`src/rtl/location_barcode_tx.sv`:
```
// Decodes a parking-slot location code back to its slot and direction, then
// streams the slot's 13-character ASCII barcode (optionally CR-terminated) over valid/ready.
module location_barcode_tx #(
    parameter bit          APPEND_CR = 1'b1,
    parameter logic [87:0] PREFIX    = 88'h39_37_38_37_33_35_38_39_37_35_32
) (
    input  logic       clk,
    input  logic       rst,
    input  logic [6:0] location,
    input  logic       loc_valid,
    input  logic       tx_ready,
    output logic [7:0] tx_data,
    output logic       tx_valid,
    output logic       busy,
    output logic [4:0] slot_idx,
    output logic       dir_fetch,
    output logic       done,
    output logic       err
);

    typedef enum logic [1:0] {
        S_IDLE   = 2'd0,
        S_DECODE = 2'd1,
        S_SEND   = 2'd2,
        S_DONE   = 2'd3
    } state_t;

    localparam logic [3:0] LAST_IDX = APPEND_CR ? 4'd13 : 4'd12;

    // Character idx of the barcode for a given slot; index 13 is the trailing CR.
    function automatic logic [7:0] char_at(input logic [3:0] idx, input logic [4:0] slot);
        logic [7:0] ch;
        logic [2:0] low;
        low = slot[2:0] - 3'd1;
        if (idx <= 4'd10) begin
            ch = 8'(PREFIX >> {(4'd10 - idx), 3'b000});
        end else if (idx == 4'd11) begin
            ch = (slot <= 5'd8) ? 8'h38 : 8'h39;
        end else if (idx == 4'd12) begin
            ch = {5'b00110, low};
        end else begin
            ch = 8'h0D;
        end
        return ch;
    endfunction

    state_t     r_state, w_state_nx;
    logic [6:0] r_loc, w_loc_nx;
    logic [3:0] r_idx, w_idx_nx;
    logic [7:0] r_tx_data, w_tx_data_nx;
    logic       r_tx_valid, w_tx_valid_nx;
    logic       r_busy, w_busy_nx;
    logic [4:0] r_slot, w_slot_nx;
    logic       r_dir, w_dir_nx;
    logic       r_done, w_done_nx;
    logic       r_err, w_err_nx;

    logic [2:0] w_col;
    logic       w_loc_ok;
    logic [4:0] w_dec_slot;

    // Row bits [6:5] pick the group of four slots, bit 4 is the save/fetch flag.
    assign w_col      = r_loc[3:1];
    assign w_loc_ok   = (r_loc[0] == 1'b0) && (w_col >= 3'd1) && (w_col <= 3'd4);
    assign w_dec_slot = {1'b0, r_loc[6:5], 2'b00} + {2'b00, w_col};

    // State register.
    always_ff @(posedge clk or posedge rst) begin
        if (rst) begin
            r_state <= S_IDLE;
        end else begin
            r_state <= w_state_nx;
        end
    end

    // Datapath and output registers; everything the block presents is registered.
    always_ff @(posedge clk or posedge rst) begin
        if (rst) begin
            r_loc      <= 7'd0;
            r_idx      <= 4'd0;
            r_tx_data  <= 8'd0;
            r_tx_valid <= 1'b0;
            r_busy     <= 1'b0;
            r_slot     <= 5'd0;
            r_dir      <= 1'b0;
            r_done     <= 1'b0;
            r_err      <= 1'b0;
        end else begin
            r_loc      <= w_loc_nx;
            r_idx      <= w_idx_nx;
            r_tx_data  <= w_tx_data_nx;
            r_tx_valid <= w_tx_valid_nx;
            r_busy     <= w_busy_nx;
            r_slot     <= w_slot_nx;
            r_dir      <= w_dir_nx;
            r_done     <= w_done_nx;
            r_err      <= w_err_nx;
        end
    end

    // Next-state and next-output logic.
    always_comb begin
        w_state_nx    = r_state;
        w_loc_nx      = r_loc;
        w_idx_nx      = r_idx;
        w_tx_data_nx  = r_tx_data;
        w_tx_valid_nx = r_tx_valid;
        w_busy_nx     = r_busy;
        w_slot_nx     = r_slot;
        w_dir_nx      = r_dir;
        w_done_nx     = 1'b0;
        w_err_nx      = 1'b0;
        case (r_state)
            S_IDLE: begin
                if (loc_valid) begin
                    w_loc_nx   = location;
                    w_busy_nx  = 1'b1;
                    w_state_nx = S_DECODE;
                end else begin
                    w_state_nx = S_IDLE;
                end
            end
            S_DECODE: begin
                w_dir_nx = ~r_loc[4];
                if (w_loc_ok) begin
                    w_slot_nx     = w_dec_slot;
                    w_idx_nx      = 4'd0;
                    w_tx_valid_nx = 1'b1;
                    w_tx_data_nx  = char_at(4'd0, w_dec_slot);
                    w_state_nx    = S_SEND;
                end else begin
                    w_slot_nx  = 5'd0;
                    w_err_nx   = 1'b1;
                    w_busy_nx  = 1'b0;
                    w_state_nx = S_IDLE;
                end
            end
            S_SEND: begin
                if (r_tx_valid && tx_ready) begin
                    if (r_idx == LAST_IDX) begin
                        w_tx_valid_nx = 1'b0;
                        w_tx_data_nx  = 8'd0;
                        w_busy_nx     = 1'b0;
                        w_done_nx     = 1'b1;
                        w_state_nx    = S_DONE;
                    end else begin
                        w_idx_nx     = r_idx + 4'd1;
                        w_tx_data_nx = char_at(r_idx + 4'd1, r_slot);
                    end
                end else begin
                    w_state_nx = S_SEND;
                end
            end
            S_DONE: begin
                w_state_nx = S_IDLE;
            end
            default: begin
                w_state_nx    = S_IDLE;
                w_tx_valid_nx = 1'b0;
                w_busy_nx     = 1'b0;
            end
        endcase
    end

    assign tx_data   = r_tx_data;
    assign tx_valid  = r_tx_valid;
    assign busy      = r_busy;
    assign slot_idx  = r_slot;
    assign dir_fetch = r_dir;
    assign done      = r_done;
    assign err       = r_err;

endmodule

```
`config.mk`:
```
export PLATFORM = sky130hd
export DESIGN_NAME = location_barcode_tx
export DESIGN_NICKNAME = d
export VERILOG_FILES = /design/src/rtl/location_barcode_tx.sv
export SDC_FILE = /design/constraint.sdc
export NUM_CORES = 1
export LEC_CHECK = 0
export ABC_CLOCK_PERIOD_IN_PS = 2100
export CAP_MARGIN = 0
export CORE_MARGIN = 1.5
export CORE_UTILIZATION = 30
export CTS_BUF_LIST = sky130_fd_sc_hd__clkbuf_4
export CTS_CLUSTER_DIAMETER = 100
export DETAILED_ROUTE_END_ITERATION = 6
export PLACE_DENSITY = 0.55
export SYNTH_ARGS = -nofsm -noshare
export SYNTH_HDL_FRONTEND = slang
export SYNTH_SLANG_ARGS = --single-unit
```
`constraint.sdc`:
```
create_clock -name clk -period 2.1 [get_ports clk]
set_input_delay 0.525 -clock clk [delete_from_list [all_inputs] [get_ports clk]]
set_output_delay 0.525 -clock clk [all_outputs]
set_load 0.005 [all_outputs]
```
==> results.md <==
- Status: complete, no violations
- CTS H-Tree Depth: 1
- Design Power: 928 µW
- Ys async rst share: 100%
- Netlist area before placement: 1870 µm²
- Crit-path cells: ha_2 -> and2_4 -> a221o_1 -> and3_4 -> buf_4 -> a211oi_4 -> a211oi_4 -> o31ai_2
- Maxcap violations: 0
- Worst path slowest cell: dfrtp_1
- Worst hold path depth: 1
- Crit path kind: reg2reg
- Path type of the worst min-delay path: reg2reg
- Routability cong.: 0.866
- Worst Hold End: dir_fetch
- Iter 0 DRT Violations: about 110
- DP HPWL: 3.38 mm
- Share of cells above drive strength 1: 20.3%
- Synth Register Bits: 28
- Initial antenna violation count: 0
- CP Capture Type: register
- IO buf count: 26
- Global-route wire length before repair: 7.48 mm
- Commonest non-fill, non-tap cell in the layout: dfrtp_1
- Reg-to-reg slack, setup: 0.03 ns
- Die X: just over 80 µm
- Crit Path Max Fanout: 7
- CTS sink count: 28
- Peak Freq: 483 MHz
- DRT Wirelength: approximately 4.4 mm
- Io pins: 29
- Drt wl/cell: 13.5 µm
- GRT overflow: 0
- Startpoint Class: register
- Setup TNS: 0 ns
- Drt pass-1 iters: 5
- N_diodes: 0
- Fin crit share: a little over nine tenths
- Hold Vio Cnt, Final: 0
- Min Tclk post-route: 2.07 ns
- Yosys cell types: 48
- Slew @ Worst Pin: 0.570 ns
- Die area: 6710 µm²
- Synth Instances: 206
- CTS clock-pin slew for the worst setup and hold paths: 0.16 ns
- Die height: 81.9 µm
- Clk root buf: clkbuf_4
- Post-synth EDFFs: 0
- Final count of negative-setup-slack endpoints: 0
- Vias: 1610
- Rel. slew slack: roughly 62%
- Core Box Area: 5960 µm²
- Placed inst area: approximately 2300 µm²
- Number of global-route vias before repair: around 1500
- Min-delay src: r_loc[4]
- Part of the Yosys area used for sequential elements: a little under two fifths
- CP arrival: 2.32 ns
- Synthesized area per cell: 9.06 µm²
- Slowest Stage Delay on Critical Path: 0.42 ns
- Leading area contributor after synthesis: dfrtp_1
- Total track usage: 14.7%
- P&R area growth vs syn: 31.0%
- Std cell rows: 28
- Num CTS Buffers: 3
- Final hold slack: 0.467 ns
- CTS Buffer Depth: 2
- # DRC: 0
- Initial Util: roughly a third
- Cell Pwr Density: 380 nW/µm²
- Worst R2R End: tx_data[3]
- DRT antenna net count: 0
- Most common cell on crit path: a211oi_4
- Reg2Reg Depth: 8
- Top post-synthesis cells by area: dfrtp_1, ha_1, o21ai_0
- Slew Limit Fails: 0
- Worst vdd ir: 314 µV
- Post-layout nets: 277
- Req. time, crit path: 2.35 ns
- Fin area: 2450 µm²
- RSZ-0062 raised after global routing: true
- Final Skew: slightly below 0.008 ns
- CTS tree: done
- Dominant register cell in the synthesized netlist: dfrtp_1
- Leak pwr: 0.00105 µW
- Most frequent cells in the layout: dfrtp_1, clkdlybuf4s50_1, buf_4, nand2_1, o21ai_0
- Vias per cell: 4.94
- Warnings, synthesis: 0
- Top cell type's share of synthesized area: 37.5%
- Post-CTS Hold Buffers: 0
- RR Startpoint: r_idx[0]
- Largest net degree at the start of global routing: 29
- Worst-Skew Late Latency: between 0.3 and 0.4 ns
routing by layer:
metal  share of wire, %  wire, µm  vias to the layer above  track usage, %
li1                   -         -                      816               -
met1                 48      2130                      750            20.8
met2                 47      2060                       40            23.6
met3                3.8       168                        4            1.56
met4               0.89        39                        0            3.90
met5                  0         0                        -               0
cell type report:
class	instances	area [µm²]
Fill cell	601	3510
Clock inverter	1	30.0
Timing Repair Buffer	52	459
Multi-Input combinational cell	152	1080
Sequential cell	28	701
Tap cell	75	93.8
Clock buffer	3	22.5
Inverter	15	56.3
power breakdown:
group          switching, µW  total [µW]  internal (µW)
Sequential                 0         539            539
Combinational           14.1        31.6           17.6
Clock                    164         357            193
Total                    178         928            750
how the worst max path moves through the flow:
stage / end / start / cells after the start / slack [ns]
floorplan: tx_data[3] / r_idx[0] / 8 / 0.08
global placement: tx_valid / tx_ready / 8 / -0.05
detailed placement: tx_valid / tx_ready / 8 / -0.07
CTS: tx_data[3] / r_idx[0] / 10 / 0.02
global route: tx_data[3] / r_idx[0] / 8 / -0.06
finish: tx_data[3] / r_idx[0] / 8 / 0.03
cell families after synthesis:
family	synth area share, %
compound gates	20.9
simple gates	17.0
mux	4.76
flops	37.5
other cells	0.201
xor+xnor	3.28
fa+ha+maj	9.38
buf+inv	6.97
worst max-delay path, delay by kind of cell, from the launching register on:
kind | cells | cell delay [ns]
and+or+nand+nor | 2 | 0.34
DFF | 1 | 0.42
adders and majority gates | 1 | 0.24
AOI/OAI and AO/OA | 4 | 0.85
buffers and inverters | 1 | 0.15
cells in the mapped netlist, types with 2 or more instances:
library cell,count
o22ai_1,2
buf_2,2
nor2_1,12
nor4_1,2
a211oi_2,2
and2_1,3
dfrtp_1,28
nand3_1,12
ha_1,14
mux2_2,7
buf_4,5
inv_1,15
xor2_1,3
nand2_1,16
nand2b_1,3
a22o_1,4
a31oi_1,3
a21oi_1,15
nor2b_1,4
nor3_1,3
a21o_1,3
xnor2_1,4
clkbuf_1,4
o21ai_0,16
registers in the layout (all words and copies together), names as in the netlist, 4 cells and up, named ones only:
signal,cells
r_idx,4
r_loc,7
slot_idx,5
tx_data,5
stage by stage:
stage	instances	utilization, %	worst slack (ns)
floorplan	207	-	0.0820
global route	326	41.1	-0.0629
finish	326	41.1	0.0309
global placement	321	39.3	-0.0526
detailed placement	321	39.3	-0.0667
CTS	325	40.4	0.0159
repair_timing:
item | in CTS | in global routing
endpoints found under the setup margin | 1 | 5
buffers inserted | 0 | 1
pin swaps | 0 | 0
gates resized for setup | 3 | 4
No activity file was read; power rests on OpenSTA's default activity.
